**src/rtl/tube_write_arbiter.sv**
```systemverilog
`default_nettype none
// ============================================================================
// Module   : tube_write_arbiter
// Purpose  : Two-requester round-robin write arbiter for the seven-segment
//            tube peripheral, with a bounded exclusive lock for requester B
//            and screening of illegal byte-enable patterns.
// Revision : 1.0 - initial release
// ============================================================================
module tube_write_arbiter #(
  parameter int unsigned LOCK_MAX = 255
) (
  input  logic        Clk,
  input  logic        Reset,
  input  logic        Req_a,
  input  logic        Addr_a,
  input  logic [3:0]  Be_a,
  input  logic [31:0] Wd_a,
  output logic        Gnt_a,
  input  logic        Req_b,
  input  logic        Addr_b,
  input  logic [3:0]  Be_b,
  input  logic [31:0] Wd_b,
  input  logic        Lock_b,
  output logic        Gnt_b,
  output logic        Tube_We,
  output logic        Tube_Addr,
  output logic [3:0]  Tube_Be,
  output logic [31:0] Tube_Wd,
  output logic        Locked,
  output logic        Be_err,
  output logic        Lock_err
);

  localparam int unsigned     CW         = (LOCK_MAX < 1) ? 1 : $clog2(LOCK_MAX + 1);
  localparam logic [CW-1:0]   C_LOCK_MAX = CW'(LOCK_MAX);
  localparam logic [CW-1:0]   C_CNT_ONE  = CW'(1);
  localparam logic [0:0]      S_IDLE     = 1'b0;
  localparam logic [0:0]      S_LOCKED_B = 1'b1;

  logic [0:0]    r_state;
  logic [0:0]    w_next_state;
  logic [CW-1:0] r_cnt;
  logic [CW-1:0] w_cnt_next;
  logic          r_rr_last_b;
  logic          w_exit;
  logic          w_force_rel;
  logic          w_elig_a;
  logic          w_elig_b;
  logic          w_gnt_a;
  logic          w_gnt_b;
  logic          w_be_legal;
  logic [3:0]    w_sel_be;

  function automatic logic f_be_legal(input logic [3:0] be);
    case (be)
      4'b0001, 4'b0010, 4'b0100, 4'b1000,
      4'b0011, 4'b1100, 4'b1111: f_be_legal = 1'b1;
      default:                   f_be_legal = 1'b0;
    endcase
  endfunction

  // State register
  always_ff @(posedge Clk or negedge Reset) begin
    if (!Reset) r_state <= S_IDLE;
    else        r_state <= w_next_state;
  end

  // Next state and lock counter: enter on a locking B grant, leave when
  // Lock_b drops or when the counter would reach zero on this edge
  always_comb begin
    w_next_state = r_state;
    w_cnt_next   = r_cnt;
    w_exit       = 1'b0;
    w_force_rel  = 1'b0;
    case (r_state)
      S_IDLE: begin
        if (w_gnt_b && Lock_b) begin
          w_next_state = S_LOCKED_B;
          w_cnt_next   = C_LOCK_MAX;
        end
      end
      S_LOCKED_B: begin
        w_cnt_next = r_cnt - C_CNT_ONE;
        if (!Lock_b) begin
          w_next_state = S_IDLE;
          w_exit       = 1'b1;
          w_cnt_next   = '0;
        end else if (r_cnt == C_CNT_ONE) begin
          w_next_state = S_IDLE;
          w_exit       = 1'b1;
          w_force_rel  = 1'b1;
          w_cnt_next   = '0;
        end
      end
      default: begin
        w_next_state = S_IDLE;
        w_cnt_next   = '0;
      end
    endcase
  end

  // Grant decision: a requester is blocked on the edge its own grant is high;
  // A is shut out while locked; contention goes to the one not granted last
  always_comb begin
    w_elig_a   = Req_a && !Gnt_a && (r_state == S_IDLE);
    w_elig_b   = Req_b && !Gnt_b;
    w_gnt_a    = w_elig_a && (!w_elig_b || r_rr_last_b);
    w_gnt_b    = w_elig_b && !w_gnt_a;
    w_sel_be   = w_gnt_b ? Be_b : Be_a;
    w_be_legal = f_be_legal(w_sel_be);
    Locked     = (r_state == S_LOCKED_B);
  end

  // Registered grant pulses, tube payload, sticky errors, rr pointer, counter
  always_ff @(posedge Clk or negedge Reset) begin
    if (!Reset) begin
      Gnt_a       <= 1'b0;
      Gnt_b       <= 1'b0;
      Tube_We     <= 1'b0;
      Tube_Addr   <= 1'b0;
      Tube_Be     <= 4'b0000;
      Tube_Wd     <= 32'h0;
      Be_err      <= 1'b0;
      Lock_err    <= 1'b0;
      r_rr_last_b <= 1'b1;
      r_cnt       <= '0;
    end else begin
      Gnt_a   <= w_gnt_a;
      Gnt_b   <= w_gnt_b;
      Tube_We <= (w_gnt_a || w_gnt_b) && w_be_legal;
      r_cnt   <= w_cnt_next;
      if (w_gnt_a) begin
        Tube_Addr <= Addr_a;
        Tube_Be   <= Be_a;
        Tube_Wd   <= Wd_a;
      end else if (w_gnt_b) begin
        Tube_Addr <= Addr_b;
        Tube_Be   <= Be_b;
        Tube_Wd   <= Wd_b;
      end
      if ((w_gnt_a || w_gnt_b) && !w_be_legal) Be_err <= 1'b1;
      if (w_force_rel) Lock_err <= 1'b1;
      // Leaving the lock hands the next contention to A
      if (w_exit || w_gnt_b) r_rr_last_b <= 1'b1;
      else if (w_gnt_a)      r_rr_last_b <= 1'b0;
    end
  end

endmodule
`default_nettype wire
```
**config.mk**
```make
export PLATFORM = sky130hd
export DESIGN_NAME = tube_write_arbiter
export DESIGN_NICKNAME = d
export VERILOG_FILES = /design/src/rtl/tube_write_arbiter.sv
export SDC_FILE = /design/constraint.sdc
export NUM_CORES = 1
export LEC_CHECK = 0
export ABC_AREA = 0
export BUFFER_PORTS_ARGS = -buffer_cell sky130_fd_sc_hd__buf_2
export CORE_ASPECT_RATIO = 1.5
export CORE_MARGIN = 3
export CORE_UTILIZATION = 43
export CTS_CLUSTER_DIAMETER = 60
export CTS_CLUSTER_SIZE = 25
export DETAILED_ROUTE_END_ITERATION = 10
export GPL_ROUTABILITY_DRIVEN = 0
export PLACE_DENSITY = 0.88
export SYNTH_ARGS = -nofsm -noshare
export SYNTH_HDL_FRONTEND = slang
export SYNTH_SLANG_ARGS = --single-unit
```
**constraint.sdc**
```tcl
create_clock -name Clk -period 2.6 [get_ports Clk]
set_input_delay 0.39 -clock Clk [delete_from_list [all_inputs] [get_ports Clk]]
set_output_delay 0.39 -clock Clk [all_outputs]
set_load 0.01 [all_outputs]
```
==> flow_summary.json, run 1 <==
{
  "outcome": "completed",
  "dp_hpwl_um": 4880,
  "vias_per_cell": 5.63,
  "n_antenna_cell": 0,
  "fin_cells": 396,
  "crit_path_max_fanout": 28,
  "hold_class": "in -> reg",
  "drtAntennaViolNets": 0,
  "grt_setup_unrepaired": "no",
  "cts-htree-levels": 2,
  "grt_pass1_vias": 2270,
  "grt_usage_pct": 20.8,
  "dieArea_um2": 6360,
  "intPower_uw": 2170,
  "clk_pin_slew_worst_paths_ns": 0.09,
  "overflow": 0,
  "setup_slack_ns": 0.592,
  "layout.nets": 408,
  "swShare_pct": 39.1,
  "maxCapViolCount": 0,
  "cts_setup_buffers": 0,
  "clk_path_buf_depth": 2,
  "p_clk_share_pct": 15.3,
  "synth_top_area_share_pct": 54.7,
  "end_kind": "register",
  "final_area_um2": 3130,
  "fin_crit_sh_pct": 77.2,
  "synth_edf_count": 0,
  "p_leak_uw": 0.00171,
  "dr.pass1.iters": 9,
  "drt-total-wl_um": 6490,
  "seqCellArea_um2": 1300,
  "fmaxAchievable_mhz": 498,
  "synth-seq-area-share_pct": 55.8,
  "cts_inserted_buffers": 5,
  "fill_cells": 457,
  "max-slew-margin-rel_pct": 62.4,
  "cts_resized": 0,
  "synthFlopType": "dfrtp_1",
  "rows": 32,
  "worst_slew_pin_slew_ns": 0.564,
  "p_per_area_nw_per_um2": 1140,
  "period_minus_slack_ns": 2.01,
  "crit_required_ns": 2.80,
  "drcViolationCount": 0,
  "place_inst": 387,
  "detail_route.iter0.violations": 237,
  "cts.sinks": 52,
  "skew_ns": 0.0118,
  "arrival_ns": 2.20,
  "drive_gt1_share_pct": 43.9,
  "crit_type": "reg -> reg",
  "yosys_warnings": 0,
  "synthArstFlopShare_pct": 100,
  "p_switching_uw": 1390,
  "ys_top_cells_by_area": "dfrtp_1, a222oi_1, inv_1",
  "seqPwrFrac_pct": 42.1,
  "multi_input_area_um2": 808,
  "vias": 2228,
  "finalSetupTns_ns": 0,
  "io_pins": 122,
  "dpl_cell_area_um2": 3020,
  "chipHeight_um": 96.2,
  "clk_latency_ns": 0.31,
  "portBuffers": 121,
  "cts_tree": "yes",
  "synth_nets": 288,
  "initial_core_util_pct": 44.8,
  "utilization_pct": 60.2,
  "hold_viol": 0,
  "peakVddDrop_v": 0.000583,
  "drv_slew": 0,
  "wl_per_cell_um": 16.4,
  "cts_root_buf": "clkbuf_8",
  "synthCells": 207,
  "grt_pass1_wl_um": 10400,
  "crit_path_start_kind": "register",
  "antenna_found_initial": 0,
  "synth_top_area_cell": "dfrtp_1",
  "setup_viol": 0,
  "grt_start_max_net_pins": 37,
  "syn_to_final_growth_pct": 34.3,
  "dieWidth_um": 66.2,
  "syn_area_um2": 2330,
  "pre_cts_ws_ns": 0.634,
  "power_frac_comb_pct": 42.7,
  "yosysMostFrequentCell": "dfrtp_1",
  "ys_types": 35,
  "synth_area_per_cell_um2": 11.3,
  "ys_ff_latch": 52,
  "yosys-top-cells-count": "dfrtp_1, inv_1, a222oi_1",
  "core_um2": 5200,
  "holdBufCountCts": 1
}
metal layers:
metal	part of all wire (%)	wire length [um]	global-route usage [%]
met4	1.5	98	7.97
met3	8.2	535	4.79
met5	0	0	0
met1	37	2430	24.8
met2	53	3420	36.0
final timing paths:
kind	slack, ns	cells past startpoint	start	endpoint
min in group asynchronous	0.54	2	Reset	Tube_Be[1]$_DFFE_PN0P_
max in group asynchronous	1.27	3	Reset	r_rr_last_b$_DFFE_PN1P_
setup / recovery	0.59	5	Locked$_DFF_PN0_	Be_err$_DFFE_PN0P_
hold / removal	0.29	3	Wd_b[29]	Tube_Wd[29]$_DFFE_PN0P_
hold reg to reg	0.49	1	Be_err$_DFFE_PN0P_	Be_err$_DFFE_PN0P_
setup reg to reg	0.59	5	Locked$_DFF_PN0_	Be_err$_DFFE_PN0P_
power groups by stage:
stage	logic, uW	registers, uW	clock network (uW)
4_1_cts	1530	1490	554
2_1_floorplan	808	1590	0
3_3_place_gp	1470	1490	0
5_1_grt	1680	1540	589
6_report	1520	1500	545
3_5_place_dp	1530	1500	0
final cells by class:
cell class	count	share of cell area (%)
clock buffer	6	2.32
inverter	42	5.03
tap	68	2.71
clock inverter	2	1.12
sequential	52	41.6
timing repair buffer	128	21.5
multi-input combinational	98	25.8
through the flow:
stage               hold slack [ns]  total power [uW]
floorplan                    0.0944              2390
global placement              0.325              2960
detailed placement            0.321              3030
CTS                           0.285              3580
global route                  0.293              3820
finish                        0.290              3570
critical path: stages, from the launching register on:
cell	delay, ns
dfrtp_1	0.69
nor3b_1	0.16
nor2_2	0.49
buf_12	0.25
inv_1	0.05
a211o_1	0.25
cell families after synthesis:
family | Yosys count | share of synthesized area (%)
AO/OA/AOI/OAI | 65 | 24.6
adder cells (fa/ha/maj) | 2 | 1.07
multiplexers | 2 | 0.858
flip-flops | 52 | 55.8
XOR/XNOR | 1 | 0.375
AND/OR/NAND/NOR | 28 | 7.35
buffers and inverters | 57 | 9.97
state kept, by name, summed over array words and instances (netlist names):
register / cells
Tube_Be: 4
Be_err: 1
Locked: 1
Gnt_a: 1
Gnt_b: 1
Tube_Addr: 1
Lock_err: 1
Tube_We: 1
Tube_Wd: 32
r_cnt: 8
r_rr_last_b: 1
cell usage in the layout (no fill, tap or decap), types with 2 or more instances in the layout:
master    synthesis  final
inv_1            42     42
nor3_1            5      5
buf_2             9    121
o21a_1            2      2
nand2_1           2      2
a222oi_1         37     37
mux2i_1           2      2
nor2_1           10      8
buf_4             0      5
o21ai_0           4      4
a21oi_1           8      8
ha_1              2      2
a211oi_1          3      3
and3_1            3      3
a311oi_1          2      2
clkbuf_8          0      5
o31ai_1           2      2
dfrtp_1          51     51
Power figures use the tool's default switching activity.
==> run 2: changes to the inputs <==
==> constraint.sdc (replaced) <==
create_clock -name Clk -period 2.1 [get_ports Clk]
set_input_delay 0.315 -clock Clk [delete_from_list [all_inputs] [get_ports Clk]]
set_output_delay 0.315 -clock Clk [all_outputs]
set_load 0.01 [all_outputs]
==> run 2 against run 1 <==
Effect of this change:
- die area unchanged
- non-clock buffer count grew 1
- combinational power up 26%
- critical endpoint is now r_cnt[6]$_DFFE_PN0P_
- register-to-register slack worse by 0.23 ns
- critical path depth increased by 1
- sequential share of layout area shrank 0.066 points
- final cell count rose by 0.25%
- utilization up 0.096 points
==> flow_summary.json, run 2 (synthesized netlist as in run 1, its figures left out) <==
{
  "outcome": "completed",
  "slowest_delay_ns": 0.41,
  "r2r_slack_ns": 0.36,
  "dpl_cell_area_um2": 3030,
  "cts-htree-levels": 2,
  "end_kind": "register",
  "fin_crit_sh_pct": 83.0,
  "max-slew-margin-rel_pct": 59.6,
  "initial_core_util_pct": 44.8,
  "hold_viol": 0,
  "grt_pass1_wl_um": 9940,
  "worst_slew_pin_slew_ns": 0.607,
  "syn_to_final_growth_pct": 34.5,
  "intPower_uw": 2700,
  "r2r-start": "r_cnt[0]$_DFFE_PN0P_",
  "crit_required_ns": 2.30,
  "io_pins": 122,
  "grt_setup_unrepaired": "no",
  "mostFrequentLayoutCells": "buf_2, dfrtp_1, inv_1, a222oi_1",
  "drive_gt1_share_pct": 44.4,
  "crit_type": "reg -> reg",
  "layout_commonest_cell": "buf_2",
  "dieArea_um2": 6360,
  "grt_pass1_vias": 2203,
  "slowest_stage": "or3b_1",
  "crit_path_max_fanout": 4,
  "cts_inserted_buffers": 5,
  "final_area_um2": 3140,
  "reg2regPathDepth": 6,
  "dr.pass1.iters": 6,
  "hold_class": "in -> async",
  "rows": 32,
  "fmaxAchievable_mhz": 574,
  "seqPwrFrac_pct": 41.3,
  "vias_per_cell": 5.58,
  "drt-total-wl_um": 6240,
  "layout.nets": 409,
  "drtAntennaViolNets": 0,
  "critical_path.startpoint": "r_cnt[0]$_DFFE_PN0P_",
  "fill_cells": 483,
  "crit_end": "r_cnt[6]$_DFFE_PN0P_",
  "p_per_area_nw_per_um2": 1400,
  "arrival_ns": 1.95,
  "portBuffers": 121,
  "dieWidth_um": 66.2,
  "core_um2": 5200,
  "chipHeight_um": 96.2,
  "cts_setup_buffers": 0,
  "holdBufCountCts": 0,
  "largest_register_ffs": 32,
  "overflow": 0,
  "p_leak_uw": 0.00171,
  "cts_tree": "yes",
  "cts.sinks": 52,
  "p_switching_uw": 1680,
  "skew_ns": 0.00895,
  "clk_latency_ns": 0.30,
  "dp_hpwl_um": 4780,
  "top_register": "Tube_Wd",
  "crit_path_start_kind": "register",
  "biggestRegsByFlops": "Tube_Wd (32), r_cnt (8), Tube_Be (4)",
  "maxCapViolCount": 0,
  "grt_usage_pct": 20.0,
  "grt_start_max_net_pins": 40,
  "swShare_pct": 38.3,
  "power_frac_comb_pct": 43.7,
  "period_minus_slack_ns": 1.74,
  "reg2reg_to": "r_cnt[6]$_DFFE_PN0P_",
  "clk_pin_slew_worst_paths_ns": 0.08,
  "detail_route.iter0.violations": 204,
  "antenna_found_initial": 0,
  "n_antenna_cell": 0,
  "vias": 2217,
  "cts_root_buf": "clkbuf_8",
  "cts_resized": 0,
  "peakVddDrop_v": 0.000713,
  "setup_viol": 0,
  "drcViolationCount": 0,
  "p_clk_share_pct": 15.0,
  "cp_cell_sequence": "inv_1 > ha_1 > or3b_1 > o31ai_1 > a21oi_1 > a311oi_1",
  "drv_slew": 0,
  "wl_per_cell_um": 15.7,
  "finalSetupTns_ns": 0,
  "clk_path_buf_depth": 2
}
-- run 2: changes by cell type in the layout (fill, tap and decap cells not counted), sizes merged --
cell and change:
dlygate4sd3 -1, buf +2
-- run 2: worst min-delay path by stage --
stage,slack [ns],from,cells after the start,endpoint
CTS,0.04,Reset,1,Tube_Wd[14]$_DFFE_PN0P_
detailed placement,0.36,Reset,1,Tube_Wd[14]$_DFFE_PN0P_
global route,0.07,Reset,1,r_cnt[6]$_DFFE_PN0P_
finish,0.02,Reset,1,Tube_Wd[14]$_DFFE_PN0P_
global placement,0.36,Reset,1,Tube_Wd[14]$_DFFE_PN0P_
floorplan,0.02,Reset,0,Be_err$_DFFE_PN0P_
-- run 2: area by class of cell --
cell class / instances / area, um^2 / area share, %
Sequential cell: 52 / 1300 / 41.5
Timing Repair Buffer: 129 / 678 / 21.6
Tap cell: 68 / 85.1 / 2.71
Inverter: 42 / 158 / 5.02
Clock buffer: 6 / 72.6 / 2.31
Clock inverter: 2 / 35.0 / 1.12
Multi-Input combinational cell: 98 / 808 / 25.7
-- run 2: metrics by stage --
stage	util (%)	instances	setup WS, ns	hold slack [ns]	total power [uW]
floorplan	-	207	0.475	0.0194	2960
global placement	58.2	389	0.451	0.357	3660
detailed placement	58.2	389	0.379	0.355	3750
CTS	60.3	397	0.354	0.0353	4420
global route	60.3	397	0.236	0.0657	4700
finish	60.3	397	0.358	0.0234	4380
-- run 2: power groups by stage --
stage	Combinational, uW	Clock [uW]	Sequential (uW)
final	1910	656	1810
after global routing	2120	711	1860
after CTS	1930	678	1810
after detailed placement	1930	0	1810
after global placement	1860	0	1800
after floorplan	1000	0	1960
-- run 2: metal layers --
layer	GRT usage (%)	up-vias	wire, um
li1	-	1023	-
met1	24.1	1090	2280
met2	36.1	98	3480
met3	3.27	6	426
met4	5.76	0	54
met5	0	-	0
-- run 2: worst max-delay path, delay by kind of cell, from the launching register on --
kind,cells,cell delay [ns]
AOI/OAI and AO/OA,3,0.56
and+or+nand+nor,1,0.41
DFF,1,0.40
adders and majority gates,1,0.18
buffers and inverters,1,0.10
